## src/rtl/uart_rx_fifo.sv

```systemverilog
// UART receiver with 16x oversampling, configurable frame format and a first-word-fall-through RX FIFO.
// Sticky framing/parity/overrun flags; eol marks CR/LF bytes as they enter the FIFO.
`timescale 1ns/1ps
module uart_rx_fifo #(
  parameter int CLK_HZ     = 100_000_000,
  parameter int BAUD       = 115200,
  parameter int OVERSAMPLE = 16,
  parameter int DATA_BITS  = 8,
  parameter int PARITY     = 0,
  parameter int STOP_BITS  = 1,
  parameter int FIFO_DEPTH = 16
) (
  input  logic                          clk,
  input  logic                          rst_n,
  input  logic                          RX,
  input  logic                          rd_en,
  output logic [DATA_BITS-1:0]          rd_data,
  output logic                          rd_valid,
  output logic [$clog2(FIFO_DEPTH):0]   fifo_count,
  output logic                          eol,
  output logic                          frame_err,
  output logic                          parity_err,
  output logic                          overrun,
  input  logic                          clr_err,
  output logic                          busy
);

  localparam int DIV   = CLK_HZ / (BAUD * OVERSAMPLE);
  localparam int DIV_W = (DIV > 1) ? $clog2(DIV) : 1;
  localparam int S_W   = $clog2(OVERSAMPLE);
  localparam int PTR_W = $clog2(FIFO_DEPTH);
  localparam int CNT_W = PTR_W + 1;
  localparam logic [S_W-1:0] S_HALF = S_W'(OVERSAMPLE / 2 - 1);
  localparam logic [S_W-1:0] S_FULL = S_W'(OVERSAMPLE - 1);

  // IDLE: wait start edge | START: verify start at half bit | DATA | PAR | STOP | BRK: wait line high
  typedef enum logic [2:0] {IDLE, START, DATA, PAR, STOP, BRK} state_t;

  state_t               state_q, state_d;
  logic                 rx_s1, rx_s2, rx_d;
  logic [DIV_W-1:0]     div_q;
  logic                 tick;
  logic [S_W-1:0]       s_q, s_d;
  logic [3:0]           bit_q, bit_d;
  logic [DATA_BITS-1:0] sh_q, sh_d;
  logic                 bad_q, bad_d;
  logic                 wr_q, wr_set, fe_set, pe_set, par_bad;

  always_ff @(posedge clk or negedge rst_n) begin
    if (!rst_n) begin
      rx_s1 <= 1'b1;
      rx_s2 <= 1'b1;
      rx_d  <= 1'b1;
      div_q <= '0;
    end else begin
      rx_s1 <= RX;
      rx_s2 <= rx_s1;
      rx_d  <= rx_s2;
      div_q <= tick ? '0 : div_q + 1'b1;
    end
  end

  assign tick    = (div_q == DIV_W'(DIV - 1));
  assign par_bad = (^{sh_q, rx_s2}) != (PARITY == 1);

  always_comb begin
    state_d = state_q;
    s_d     = s_q;
    bit_d   = bit_q;
    sh_d    = sh_q;
    bad_d   = bad_q;
    wr_set  = 1'b0;
    fe_set  = 1'b0;
    pe_set  = 1'b0;
    case (state_q)
      IDLE: if (!rx_s2 && rx_d) begin
        state_d = START;
        s_d     = '0;
        bad_d   = 1'b0;
      end
      START: if (tick) begin
        if (s_q == S_HALF) begin
          state_d = rx_s2 ? IDLE : DATA;
          s_d     = '0;
          bit_d   = '0;
        end else s_d = s_q + 1'b1;
      end
      DATA: if (tick) begin
        if (s_q == S_FULL) begin
          s_d  = '0;
          sh_d = {rx_s2, sh_q[DATA_BITS-1:1]};
          if (bit_q == 4'(DATA_BITS - 1)) begin
            bit_d   = '0;
            state_d = (PARITY != 0) ? PAR : STOP;
          end else bit_d = bit_q + 1'b1;
        end else s_d = s_q + 1'b1;
      end
      PAR: if (tick) begin
        if (s_q == S_FULL) begin
          s_d     = '0;
          state_d = STOP;
          if (par_bad) begin
            pe_set = 1'b1;
            bad_d  = 1'b1;
          end
        end else s_d = s_q + 1'b1;
      end
      STOP: if (tick) begin
        if (s_q == S_FULL) begin
          s_d = '0;
          if (!rx_s2) begin
            fe_set  = 1'b1;
            bad_d   = 1'b1;
            state_d = BRK;
          end else if (bit_q == 4'(STOP_BITS - 1)) begin
            wr_set  = !bad_q;
            state_d = IDLE;
          end else bit_d = bit_q + 1'b1;
        end else s_d = s_q + 1'b1;
      end
      BRK: if (rx_s2) state_d = IDLE;
      default: state_d = IDLE;
    endcase
  end

  always_ff @(posedge clk or negedge rst_n) begin
    if (!rst_n) begin
      state_q <= IDLE;
      s_q     <= '0;
      bit_q   <= '0;
      sh_q    <= '0;
      bad_q   <= 1'b0;
      wr_q    <= 1'b0;
    end else begin
      state_q <= state_d;
      s_q     <= s_d;
      bit_q   <= bit_d;
      sh_q    <= sh_d;
      bad_q   <= bad_d;
      wr_q    <= wr_set;
    end
  end

  assign busy = (state_q != IDLE);

  logic [DATA_BITS-1:0] mem [FIFO_DEPTH];
  logic [PTR_W-1:0]     wptr_q, rptr_q;
  logic [CNT_W-1:0]     cnt_q;
  logic                 full, do_pop, do_push, eol_hit;

  assign full     = (cnt_q == CNT_W'(FIFO_DEPTH));
  assign rd_valid = (cnt_q != '0);
  assign do_pop   = rd_en && rd_valid;
  // A full FIFO still accepts the byte when a pop frees the slot in the same cycle.
  assign do_push  = wr_q && (!full || do_pop);

  always_ff @(posedge clk) begin
    if (do_push) mem[wptr_q] <= sh_q;
  end

  always_ff @(posedge clk or negedge rst_n) begin
    if (!rst_n) begin
      wptr_q     <= '0;
      rptr_q     <= '0;
      cnt_q      <= '0;
      frame_err  <= 1'b0;
      parity_err <= 1'b0;
      overrun    <= 1'b0;
    end else begin
      if (do_push) wptr_q <= wptr_q + 1'b1;
      if (do_pop)  rptr_q <= rptr_q + 1'b1;
      case ({do_push, do_pop})
        2'b10:   cnt_q <= cnt_q + 1'b1;
        2'b01:   cnt_q <= cnt_q - 1'b1;
        default: cnt_q <= cnt_q;
      endcase
      frame_err  <= fe_set ? 1'b1 : (clr_err ? 1'b0 : frame_err);
      parity_err <= pe_set ? 1'b1 : (clr_err ? 1'b0 : parity_err);
      overrun    <= (wr_q && full && !rd_en) ? 1'b1 : (clr_err ? 1'b0 : overrun);
    end
  end

  assign rd_data    = rd_valid ? mem[rptr_q] : '0;
  assign fifo_count = cnt_q;

  generate
    if (DATA_BITS >= 7) begin : g_eol
      assign eol_hit = (sh_q == DATA_BITS'(8'h0A)) || (sh_q == DATA_BITS'(8'h0D));
    end else begin : g_no_eol
      assign eol_hit = 1'b0;
    end
  endgenerate

  assign eol = do_push && eol_hit;

endmodule

```

## config.mk

```make
export PLATFORM = sky130hd
export DESIGN_NAME = uart_rx_fifo
export DESIGN_NICKNAME = d
export VERILOG_FILES = /design/src/rtl/uart_rx_fifo.sv
export SDC_FILE = /design/constraint.sdc
export NUM_CORES = 1
export LEC_CHECK = 0
export CAP_MARGIN = 5
export CORE_ASPECT_RATIO = 1.25
export CORE_MARGIN = 2
export CORE_UTILIZATION = 40
export DETAILED_ROUTE_END_ITERATION = 6
export SETUP_SLACK_MARGIN = 0.02
export SLEW_MARGIN = 30
export SYNTH_ARGS = -nofsm -noshare
export SYNTH_HDL_FRONTEND = slang
export SYNTH_SLANG_ARGS = --single-unit
```

## constraint.sdc

```tcl
create_clock -name clk -period 5.4 [get_ports clk]
set_clock_uncertainty 0.1 [all_clocks]
set_input_delay 0.54 -clock clk [delete_from_list [all_inputs] [get_ports clk]]
set_output_delay 0.54 -clock clk [all_outputs]
set_load 0.01 [all_outputs]
```

* Word-level counts from Yosys, hierarchy flattened *
Memory sizes are Yosys's and may differ from the RTL's.
Cells that the tools add are included.

operators by class
  add/sub/neg operators = 7
  equality and inequality tests = 31
  mux-type cells = 61
  reductions and logical operators = 30

operator list
  kind                                                                   count
  4-bit two-way mux                                                      14
  3-bit two-way mux                                                      13
  2-bit != test, second input constant                                   15
  1-bit two-way mux                                                      26
  4-bit one-hot mux with 3 select lines                                  2
  3-bit one-hot mux with 6 select lines                                  1
  4-bit by 1-bit adder with 4-bit output, second input constant          4
  8-bit by 4-bit equality test with 1-bit output, second input constant  2
  12-bit AND reduction                                                   1
  3-bit nonzero test                                                     4
  5-bit one-hot mux with 2 select lines                                  1
  9-bit AND reduction                                                    1
  9-bit parity                                                           1
  4-bit by 3-bit equality test with 1-bit output, second input constant  2
  8-bit two-way mux                                                      1
  8-bit AND reduction                                                    1
  2-bit nonzero test                                                     4
  6-bit by 1-bit adder with 6-bit output, second input constant          1
  3-bit by 2-bit equality test with 1-bit output, second input constant  2
  3-bit equality test, second input constant                             2
  6-bit equality test, second input constant                             1
  1-bit logical AND                                                      6
  6-bit two-way mux                                                      1
  5-bit by 1-bit adder with 5-bit output, second input constant          1
  18 further kinds                                                       22

storage, ports and cells
  register bits after elaboration = 46
  memory bits (writable) = 128
  bits of input ports = 5
  output and inout port bits = 19
  word-level logic and storage cells = 146
  memories = 1

memory list
  memory  words  width  read ports  clocked after Yosys merged registers in  wr ports  RTL line  RTL
  mem     16     8      1           0                                        1         146       logic [DATA_BITS-1:0] mem [FIFO_DEPTH];

* Longest topological paths before layout *
  depth after elaboration = 6
  mapped depth = 9
  depth with buffers taken out = 9

* Worst setup path before layout *
OpenSTA, ideal clock, no wires.

  path type = register -> register
  from = reg cnt_q[2] (netlist: fifo_count[2])
  to = reg cnt_q[4] (netlist: fifo_count[4])
  data arrival time = 2.533 ns
  path slack = 2.687 ns
  cell stages (with the launch flop) = 10
  buffers on the path = 0
  cells stage by stage = dfrtp_1 or4_4 o21ai_4 nor2_1 xor2_1 ha_1 o31a_1 or4_1 o21ai_1 xnor2_1

between the ends
  word-level cells in the longest chain between the ends = 6
  elaborated cells on any way between the ends = 12

RTL lines
  what                                                                                          RTL line  RTL
  start: declaration                                                                            148       logic [CNT_W-1:0] cnt_q;
  start signal: assignment                                                                      173       2'b10: cnt_q <= cnt_q + 1'b1;
  start signal: assignment                                                                      174       2'b01: cnt_q <= cnt_q - 1'b1;
  start signal: assignment                                                                      175       default: cnt_q <= cnt_q;
  5-bit equality test / 5-bit nonzero test (equally long branches)                              151, 152
  1-bit zero test / 1-bit logical AND (equally long branches)                                   155, 153
  1-bit logical OR                                                                              155       assign do_push = wr_q && (!full || do_pop);
  1-bit logical AND                                                                             155
  2-bit by 1-bit equality test with 1-bit output / 2-bit equality test (equally long branches)  172       case ({do_push, do_pop})
  5-bit one-hot mux with 2 select lines / 2-bit nonzero test (equally long branches)            -

Parallel ways exist; a longest one is shown, timed or not.
A chain may end at the register's enable or synchronous reset.

* Final worst setup path *
  from = reg rptr_q[0]
  to = out rd_data[5]

between the ends
  word-level cells in the longest chain between the ends = 2

RTL lines
  what                      RTL line  RTL
  start: declaration        147       logic [PTR_W-1:0] wptr_q, rptr_q;
  start signal: assignment  171       if (do_pop) rptr_q <= rptr_q + 1'b1;
  memory read 16 x 8 bit    -
  8-bit two-way mux         183       assign rd_data = rd_valid ? mem[rptr_q] : '0;
  end: declaration          17        output logic [DATA_BITS-1:0] rd_data,

Every way passes these cells.

==> flow_metrics.py <==
metrics = {
    "sta": {
        "rsz0062_at_grt": "false",
        "fin_crit_ns": 4.030,
        "report.final.slew_viol_count": 0,
        "worst_pin_slew_ns": 1.010,
        "period_share": 0.7462,
        "maxSlewHeadroom": 0.3243,
        "setup_violations": 0,
        "finalSetupTns_ns": 0,
        "hold_violations": 0,
        "fmax_mhz": 248.2,
    },
    "finish": {
        "nets": 498,
        "num_antenna_cells": 0,
        "drive_gt1_frac": 0.1964,
        "syn_to_final_growth_pct": 13.39,
        "final_core_util": 0.4592,
    },
    "placed_design": {
        "place_hpwl_mm": 10.05,
        "port-buffer-count": 23,
        "gp_congestion": 0.7964,
    },
    "critical_path": {
        "slowest_delay_ns": 0.85,
        "worstPathArrival_ns": 3.39,
        "cp.buffers_inverters": 2,
        "cp_slowest_cell": "dfrtp_2",
        "cp.required_ns": 4.76,
        "worstPathMaxFanout": 22,
        "cpLargestDelayFamily": "multiplexers",
        "start_kind": "flip-flop",
        "end_kind": "primary output",
        "cpMostUsedCell": "mux4_2",
        "path_cells": "buf_4, mux4_2, mux4_2, nor2b_1, clkdlybuf4s50_1",
        "crit_type": "flip-flop to primary output",
    },
    "global_routing": {
        "grt_max_degree": 47,
        "grt_overflow": 0,
        "groute.usage.overall": 0.1658,
        "grt_pass1_wl_mm": 24.29,
        "grt_pass1_vias": 4163,
        "antenna_found_initial": 0,
    },
    "yosys": {
        "synth_edf_count": 128,
        "mappedNetlistNets": 475,
        "synth_flop_cell": "edfxtp_1",
        "ys_top_cells_by_count": "128 x edfxtp_1, 43 x dfrtp_1, 40 x mux4_2",
        "avgSynthCellArea_um2": 16.42,
        "synthTopCellsByArea": "edfxtp_1 51%, dfrtp_1 14%, mux4_2 12%",
        "syn-instance-count": 458,
        "syn_area_mm2": 0.007520,
        "yosysTopAreaCell": "edfxtp_1",
        "ys_seq_area_frac": 0.6647,
        "synth.most_common_cell": "edfxtp_1",
        "synthArstFlopShare": 0.2644,
        "synth_cell_types": 62,
        "yosysTopAreaCellShare": 0.5111,
        "yosys_warnings": 0,
        "ys_ff_latch": 174,
    },
    "min_path": {
        "min-delay-path-class": "primary input to asynchronous set/reset pin",
    },
    "floorplanning": {
        "start_util": 0.4050,
        "fp.dieH_um": 157.3,
        "core_area_mm2": 0.01857,
        "pin_count": 24,
        "fp.dieArea_mm2": 0.01992,
        "die-width_um": 126.6,
        "num_rows": 56,
    },
    "clock_network": {
        "ctsResizeCount": 0,
        "cts-root-buf": "clkbuf_16",
        "htreeDepth": 4,
        "path_clk_slew_ns": 0.06,
        "cts_hold_buf": 0,
        "cts.path.max_buffers": 2,
        "numCtsBuffers": 17,
        "cts_tree": "done",
        "cts.sinks": 174,
        "cts_setup_buffers": 0,
        "clk_latency_ns": 0.42,
    },
    "pwr": {
        "p_leak_nw": 3.222,
        "pwr_density_cell_mw_per_mm2": 388.2,
        "ir_drop_mv": 0.2308,
    },
    "drt": {
        "drtPass1Iterations": 5,
        "wire_per_inst_um": 21.37,
        "vias_per_cell": 5.522,
        "wl_mm": 15.52,
        "drcViolationCount": 0,
        "postRouteAntennaNets": 0,
        "drtIter0Drc": 296,
        "num_vias": 4009,
    },
    "flow_run": {
        "drv_cap": 0,
    },
    "status": {
        "outcome": "complete, no violations",
    },
}
## worst register-to-register path: cells and delay by family (launching register included)
family / cells / cell delay [ns]
simple gates: 3 / 1.12
compound gates: 3 / 0.66
flops: 1 / 0.45
xor+xnor: 2 / 0.30
fa+ha+maj: 1 / 0.23
## power breakdown
part | leakage, nW | switching [W] | internal [W] | total [W]
Sequential | 2.07 | 0.000218 | 0.00147 | 0.00169
Clock | 0.245 | 0.000482 | 0.000625 | 0.00111
Combinational | 0.907 | 0.000213 | 0.000297 | 0.000510
## final cells by class
class	count	area, um^2
tap	232	290.3
multi-input combinational	251	2420
clock buffer	19	432.9
clock inverter	13	98.84
timing repair buffer	24	235.2
fill	1590	10040
inverter	13	48.80
sequential	174	5001
## flip-flops by register name (all words and copies together), names as in the netlist
name        flops
mem           128
sh_q            8
div_q           6
fifo_count      5
bit_q           4
rptr_q          4
s_q             4
wptr_q          4
state_q         3
bad_q           1
frame_err       1
overrun         1
parity_err      1
rx_d            1
rx_s1           1
rx_s2           1
wr_q            1
## cells by family (layout without fill, tap and decap cells)
| kind of cell | count (synthesis) | in the layout | synth area share |
|---|---|---|---|
| simple gates | 119 | 119 | 0.08403 |
| fa+ha+maj | 12 | 12 | 0.01997 |
| compound gates | 44 | 44 | 0.04326 |
| flops | 174 | 174 | 0.6647 |
| mux | 52 | 52 | 0.1374 |
| xor+xnor | 24 | 24 | 0.02978 |
| buf+inv | 33 | 69 | 0.02080 |
## placed cells by master, fill, tap and decap left out, types with 3 or more instances in the layout
cell	instances
a21oi_1	4
a31oi_1	3
clkbuf_16	17
clkdlybuf4s50_1	22
clkinv_1	4
clkinvlp_4	4
dfrtp_1	41
dfstp_2	3
edfxtp_1	128
ha_1	12
inv_1	13
mux2_2	8
mux4_2	40
nand2_1	30
nand2b_1	8
nand3_1	7
nand4_1	3
nor2_1	24
nor2_2	5
nor2b_1	14
nor3_4	5
nor3b_1	3
nor4_1	4
o21ai_0	12
xnor2_1	18
xor2_1	5
## through the flow
step	total power, W	worst slack (ns)	cell area (um^2)	hold slack (ns)	cells
after CTS	0.003352	1.278	8527	0.04598	726
after floorplan	0.002095	2.687	7520	0.1444	458
after global placement	0.002228	1.755	7958	0.2462	694
after detailed placement	0.002239	1.746	7995	0.2497	694
final	0.003310	1.370	8527	0.03053	726
after global routing	0.003472	1.144	8527	0.06210	726
## final timing paths
check	startpoint	endpoint	slack, ns	depth (start not counted)
max reg2reg	fifo_count[2]	fifo_count[4]	2.47	9
max in group asynchronous	rst_n	rptr_q[1]	4.72	1
max	rptr_q[0]	rd_data[5]	1.37	5
min	rst_n	fifo_count[3]	0.03	1
min in group clk	rx_s1	rx_s2	0.26	0
min reg2reg	rx_s1	rx_s2	0.26	0
## routing by layer
| layer | wire, um | GRT usage |
|---|---|---|
| met5 | 0 | 0 |
| met3 | 653 | 0.03365 |
| met2 | 8191 | 0.2850 |
| met1 | 6463 | 0.2108 |
| met4 | 206 | 0.05547 |
No activity file was read; power rests on OpenSTA's default activity.
